--- src/rtl/port_mailbox.sv ---
// port_mailbox
//
// Bidirectional word mailbox between the soc parallel I/O pins and a host
// ready/valid interface. Each direction has its own DEPTH-entry FIFO.
//
//   core -> host : the core flips CORE_OUT0[11] to offer CORE_OUT0[10:0].
//                  The word is pushed into the RX FIFO and ack0
//                  (CORE_IN0[11]) flips to match. The host drains the FIFO
//                  through RX_VALID/RX_DATA/RX_READY (first-word-fall-through).
//   host -> core : the host pushes through TX_VALID/TX_DATA/TX_READY. A
//                  two-state presenter places the FIFO head on CORE_IN1[10:0],
//                  flips req1 (CORE_IN1[11]) and pops the head once the core
//                  echoes the toggle on CORE_OUT1[11].
//
// Host handshake: a word moves on a rising CLK edge exactly when valid and
// ready are both high at that edge. A producer holds valid and data stable
// until that edge. Ready never depends combinationally on valid.
//
// Ports
//   CLK, RES            clock, synchronous active-high reset
//   CORE_OUT0 [11:0]    in : [11] request toggle, [10:0] payload
//   CORE_OUT1 [11:0]    in : [11] acknowledge toggle for host->core words
//   CORE_IN0  [11:0]    out: [11] ack0, [10:0] status word or zero
//   CORE_IN1  [11:0]    out: [11] req1, [10:0] presented payload
//   RX_VALID/RX_DATA/RX_READY   host side of the core->host FIFO
//   TX_VALID/TX_DATA/TX_READY   host side of the host->core FIFO
//
// Build option: PORT_MAILBOX_STATUS_EN turns CORE_IN0[10:0] into a
// registered status word (rx count, tx count, presenter waiting).

module port_mailbox #(
    parameter int DEPTH = 8,
    parameter int AW    = 3
) (
    input  logic        CLK,
    input  logic        RES,
    input  logic [11:0] CORE_OUT0,
    input  logic [11:0] CORE_OUT1,
    output logic [11:0] CORE_IN0,
    output logic [11:0] CORE_IN1,
    output logic        RX_VALID,
    output logic [10:0] RX_DATA,
    input  logic        RX_READY,
    input  logic        TX_VALID,
    input  logic [10:0] TX_DATA,
    output logic        TX_READY
);

    localparam logic [AW:0] FULL_CNT = (AW+1)'(DEPTH);

    typedef enum logic {PRES_IDLE = 1'b0, PRES_WAIT = 1'b1} pres_state_e;

    // ---------------- core -> host FIFO ----------------
    logic [10:0]   rx_mem_q [DEPTH];
    logic [AW-1:0] rx_wr_q, rx_rd_q;
    logic [AW:0]   rx_cnt_q, rx_cnt_d;
    logic          ack0_q;
    logic          rx_push, rx_pop;

    // Full is judged on the pre-edge count, so a pop in the same cycle
    // does not make room for a push until the next edge.
    assign rx_push  = (CORE_OUT0[11] != ack0_q) && (rx_cnt_q != FULL_CNT);
    assign rx_pop   = RX_VALID && RX_READY;
    assign RX_VALID = (rx_cnt_q != '0);
    assign RX_DATA  = rx_mem_q[rx_rd_q];

    always_comb begin
        rx_cnt_d = rx_cnt_q;
        if (rx_push && !rx_pop) rx_cnt_d = rx_cnt_q + 1'b1;
        if (!rx_push && rx_pop) rx_cnt_d = rx_cnt_q - 1'b1;
    end

    always_ff @(posedge CLK) begin
        if (RES) begin
            rx_wr_q  <= '0;
            rx_rd_q  <= '0;
            rx_cnt_q <= '0;
            ack0_q   <= 1'b0;
        end else begin
            rx_cnt_q <= rx_cnt_d;
            if (rx_push) begin
                rx_wr_q <= rx_wr_q + 1'b1;
                ack0_q  <= ~ack0_q;
            end
            if (rx_pop) rx_rd_q <= rx_rd_q + 1'b1;
        end
    end

    always_ff @(posedge CLK) begin
        if (rx_push) rx_mem_q[rx_wr_q] <= CORE_OUT0[10:0];
    end

    // ---------------- host -> core FIFO ----------------
    logic [10:0]   tx_mem_q [DEPTH];
    logic [AW-1:0] tx_wr_q, tx_rd_q;
    logic [AW:0]   tx_cnt_q, tx_cnt_d;
    logic          tx_ready_q;
    logic          tx_push, tx_pop;

    assign tx_push  = TX_VALID && tx_ready_q;
    assign TX_READY = tx_ready_q;

    always_comb begin
        tx_cnt_d = tx_cnt_q;
        if (tx_push && !tx_pop) tx_cnt_d = tx_cnt_q + 1'b1;
        if (!tx_push && tx_pop) tx_cnt_d = tx_cnt_q - 1'b1;
    end

    always_ff @(posedge CLK) begin
        if (RES) begin
            tx_wr_q    <= '0;
            tx_rd_q    <= '0;
            tx_cnt_q   <= '0;
            tx_ready_q <= 1'b0;
        end else begin
            tx_cnt_q   <= tx_cnt_d;
            // Registered so TX_READY stays low through reset and reflects
            // "not full" from the first edge after release.
            tx_ready_q <= (tx_cnt_d != FULL_CNT);
            if (tx_push) tx_wr_q <= tx_wr_q + 1'b1;
            if (tx_pop)  tx_rd_q <= tx_rd_q + 1'b1;
        end
    end

    always_ff @(posedge CLK) begin
        if (tx_push) tx_mem_q[tx_wr_q] <= TX_DATA;
    end

    // ---------------- presenter FSM ----------------
    pres_state_e pres_state_q, pres_state_d;
    logic        req1_q, req1_d;
    logic [10:0] in1_pay_q, in1_pay_d;

    always_comb begin
        pres_state_d = pres_state_q;
        req1_d       = req1_q;
        in1_pay_d    = in1_pay_q;
        tx_pop       = 1'b0;
        case (pres_state_q)
            PRES_IDLE: begin
                // The head is only copied here; it leaves the FIFO when the
                // core acknowledges it.
                if (tx_cnt_q != '0) begin
                    in1_pay_d    = tx_mem_q[tx_rd_q];
                    req1_d       = ~req1_q;
                    pres_state_d = PRES_WAIT;
                end
            end
            PRES_WAIT: begin
                if (CORE_OUT1[11] == req1_q) begin
                    tx_pop       = 1'b1;
                    pres_state_d = PRES_IDLE;
                end
            end
            default: pres_state_d = PRES_IDLE;
        endcase
    end

    always_ff @(posedge CLK) begin
        if (RES) begin
            pres_state_q <= PRES_IDLE;
            req1_q       <= 1'b0;
            in1_pay_q    <= '0;
        end else begin
            pres_state_q <= pres_state_d;
            req1_q       <= req1_d;
            in1_pay_q    <= in1_pay_d;
        end
    end

    assign CORE_IN1 = {req1_q, in1_pay_q};

    // ---------------- core-side status ----------------
`ifdef PORT_MAILBOX_STATUS_EN
    logic [10:0] status_q;
    logic [4:0]  rx_cnt_w, tx_cnt_w;
    logic [3:0]  rx_cnt_sat, tx_cnt_sat;

    assign rx_cnt_w   = 5'(rx_cnt_q);
    assign tx_cnt_w   = 5'(tx_cnt_q);
    assign rx_cnt_sat = (rx_cnt_w > 5'd15) ? 4'hF : rx_cnt_w[3:0];
    assign tx_cnt_sat = (tx_cnt_w > 5'd15) ? 4'hF : tx_cnt_w[3:0];

    always_ff @(posedge CLK) begin
        if (RES) status_q <= '0;
        else     status_q <= {2'b00, (pres_state_q == PRES_WAIT), tx_cnt_sat, rx_cnt_sat};
    end

    assign CORE_IN0 = {ack0_q, status_q};
`else
    assign CORE_IN0 = {ack0_q, 11'd0};
`endif

endmodule

--- config.mk ---
export PLATFORM = sky130hd
export DESIGN_NAME = port_mailbox
export DESIGN_NICKNAME = d
export VERILOG_FILES = /design/src/rtl/port_mailbox.sv
export SDC_FILE = /design/constraint.sdc
export NUM_CORES = 1
export LEC_CHECK = 0
export CORE_ASPECT_RATIO = 2
export CORE_MARGIN = 4
export CORE_UTILIZATION = 30
export DETAILED_ROUTE_END_ITERATION = 7
export PLACE_DENSITY = 0.45
export SLEW_MARGIN = 5
export SYNTH_ARGS = -nofsm -noshare
export SYNTH_HDL_FRONTEND = slang
export SYNTH_SLANG_ARGS = --single-unit
export TNS_END_PERCENT = 30
--- constraint.sdc ---
create_clock -name CLK -period 6.47 [get_ports CLK]
set_input_delay 0.647 -clock CLK [delete_from_list [all_inputs] [get_ports CLK]]
set_output_delay 0.647 -clock CLK [all_outputs]
set_load 0.02 [all_outputs]
==> results.json <==
{
  "diodes": 0,
  "ys.flop_type": "edfxtp_1",
  "netlist.area_leader.share": 0.624,
  "synth.distinct_cells": 42,
  "critical_path_class": "reg -> out",
  "slew_headroom": 0.262,
  "period_share": 0.534,
  "crit_path_start_kind": "flop",
  "finalHoldViolations": 0,
  "path_cells": "mux4_1, mux2_2, clkdlybuf4s50_1",
  "worstSkewPairLatency_ns": 0.50,
  "start_util": 0.306,
  "routed_via_density": 4.59,
  "track_usage": 0.116,
  "tightest_slew_ns": 1.11,
  "place.gp.congestion": 0.692,
  "slowest_stage": "dfxtp_1",
  "synth_warnings": 0,
  "core-area_um2": 27700,
  "synth_top_area_cell": "edfxtp_1",
  "dpl.hpwl_mm": 11.6,
  "dr.pass1.iters": 4,
  "finalSetupTns_ns": 0,
  "finClkSkew_ns": 0.00719,
  "powerDensity_nw_per_um2": 374,
  "synth.area.top_cells": "edfxtp_1, mux4_2, dfxtp_1, mux2i_1, mux4_1",
  "vias": 4169,
  "post_cts_resized": 0,
  "cap_violations": 0,
  "cts_hold_buf": 0,
  "finalPower_mw": 3.78,
  "synth.most_common_cell": "edfxtp_1",
  "cts_max_path_buffers": 3,
  "synth.cell_area_um2": 8470,
  "p_leak_nw": 3.28,
  "hp-start": "rx_wr_q[0]",
  "port_buffers": 53,
  "crit_required_ns": 5.82,
  "setup_violations": 0,
  "ys_seq_area_frac": 0.714,
  "path_clk_slew_ns": 0.06,
  "die_h_um": 246,
  "antenna_left": 0,
  "wire_per_inst_um": 19.3,
  "r2r_slack_ns": 3.99,
  "ir_drop_mv": 0.232,
  "synth-edff-count": 176,
  "ios": 76,
  "placementRows": 86,
  "period_needed_ns": 3.46,
  "crit_fanout": 22,
  "grt_pass1_vias": 4632,
  "regToRegEndpoint": "rx_cnt_q[2]",
  "cts_setup_buffers": 0,
  "cts.sinks": 214,
  "drt_iter0_drc": 196,
  "min_to": "rx_wr_q[0]",
  "ys_async_sr_fraction": 0,
  "ys_top_cells_by_count": "edfxtp_1, mux4_2, dfxtp_1",
  "netlist_instances": 465,
  "tritoncts": "yes",
  "holdPathStages": 2,
  "synth.ff_latch_count": 214,
  "die-area_um2": 31100,
  "cts_root_buf": "clkbuf_16",
  "end_kind": "output port",
  "antenna_found_initial": 0,
  "htree_levels": 1,
  "grt_pass1_wl_mm": 27.3,
  "wirelength_mm": 17.6,
  "syn_to_final_growth_pct": 19.7,
  "rsz0062_at_grt": "false",
  "drc": 0,
  "gr-total-overflow": 0,
  "fmax_mhz": 289,
  "drive_above_1_share": 0.207,
  "status": "complete, no violations",
  "cp.arrival_ns": 2.81,
  "r2r_cells": 11,
  "nets": 591,
  "cp_slowest_stage_delay_ns": 1.05,
  "slew_violations": 0,
  "hold_slack_ns": 0.499,
  "die_x_um": 127,
  "min_path_type": "reg -> reg",
  "grt_max_degree": 37,
  "worstReg2RegStart": "rx_cnt_q[0]",
  "numCtsBuffers": 21,
  "syn_area_per_cell_um2": 18.2
}
==> sequential cells by signal, indices dropped and copies added (netlist names), named ones only <==
register and flops:
TX_READY 1, ack0_q 1, in1_pay_q 11, pres_state_q 1, req1_q 1, rx_cnt_q 4
rx_mem_q 88, rx_rd_q 3, rx_wr_q 3, tx_cnt_q 4, tx_mem_q 88, tx_rd_q 3
tx_wr_q 3
==> layer usage <==
metal | track usage | wire length (um) | share of wire | vias up
li1 | - | - | - | 1955
met5 | 0 | 0 | 0 | -
met1 | 0.119 | 6210 | 0.35 | 2120
met4 | 0.0420 | 432 | 0.025 | 0
met3 | 0.0176 | 591 | 0.034 | 26
met2 | 0.230 | 10300 | 0.59 | 68
==> worst max path at each step <==
stage	from	endpoint
finish	flop	RX_DATA[4]
global route	flop	RX_DATA[4]
CTS	flop	RX_DATA[4]
detailed placement	flop	RX_DATA[4]
global placement	flop	RX_DATA[4]
floorplan	TX_VALID	tx_mem_q[0][0]
==> cell usage in the layout, fill, tap and decap left out, types with 2 or more instances in the layout <==
| cell type | netlist | final |
|---|---|---|
| clkbuf_16 | 0 | 21 |
| buf_4 | 14 | 22 |
| mux4_2 | 39 | 39 |
| inv_1 | 5 | 5 |
| bufinv_16 | 0 | 2 |
| a21oi_1 | 11 | 11 |
| nand2_1 | 17 | 17 |
| ha_1 | 9 | 9 |
| a21oi_2 | 2 | 2 |
| o21ai_0 | 3 | 3 |
| nor2_1 | 35 | 35 |
| xor2_1 | 11 | 11 |
| o21a_1 | 2 | 2 |
| mux4_1 | 5 | 5 |
| inv_2 | 2 | 2 |
| clkinv_4 | 0 | 2 |
| edfxtp_1 | 176 | 176 |
| nand3_1 | 7 | 7 |
| xnor2_1 | 4 | 4 |
| mux2i_1 | 14 | 14 |
| mux2_2 | 11 | 11 |
| clkdlybuf4s50_1 | 0 | 53 |
| or3_1 | 2 | 2 |
| nand2b_1 | 6 | 6 |
| conb_1 | 1 | 11 |
| nor4bb_1 | 2 | 2 |
| clkinv_1 | 0 | 2 |
| clkbuf_1 | 6 | 4 |
| nor3_1 | 7 | 7 |
| dfxtp_1 | 38 | 38 |
| clkbuf_8 | 0 | 4 |
| a211oi_1 | 13 | 13 |
==> power by group <==
| group | switching (mW) | internal, mW |
|---|---|---|
| combinational | 0.458 | 0.415 |
| sequential | 0.0851 | 1.61 |
| clock | 0.496 | 0.722 |
==> through the flow <==
stage	std cells	utilization	setup WS [ns]	area, um^2
after CTS	908	0.366	2.90	10100
after global routing	908	0.366	2.85	10100
after global placement	872	0.342	3.42	9450
after floorplan	475	-	4.11	8500
after detailed placement	872	0.342	3.44	9450
final	908	0.366	3.01	10100
==> final cells by class <==
cell class | count | area [um^2]
timing repair buffer | 75 | 696
fill | 2566 | 17500
clock inverter | 7 | 90.1
inverter | 7 | 26.3
tap | 352 | 440
clock buffer | 29 | 596
multi-input combinational | 224 | 2240
sequential | 214 | 6050
==> kinds of logic (layout without fill, tap and decap cells) <==
logic type | count (synthesis) | count (layout) | share of synthesized area
other cells | 1 | 11 | 0.000443
fa+ha+maj | 9 | 9 | 0.0133
mux | 69 | 69 | 0.150
flops | 214 | 214 | 0.714
compound gates | 38 | 38 | 0.0322
simple gates | 81 | 81 | 0.0452
buf+inv | 37 | 118 | 0.0268
xor+xnor | 16 | 16 | 0.0174
==> worst max-delay path: cells and delay by family, from the launching register on <==
kind	cells	cell delay (ns)
flops	1	1.05
mux	2	0.70
buf+inv	1	0.54
Power figures use the tool's default switching activity.
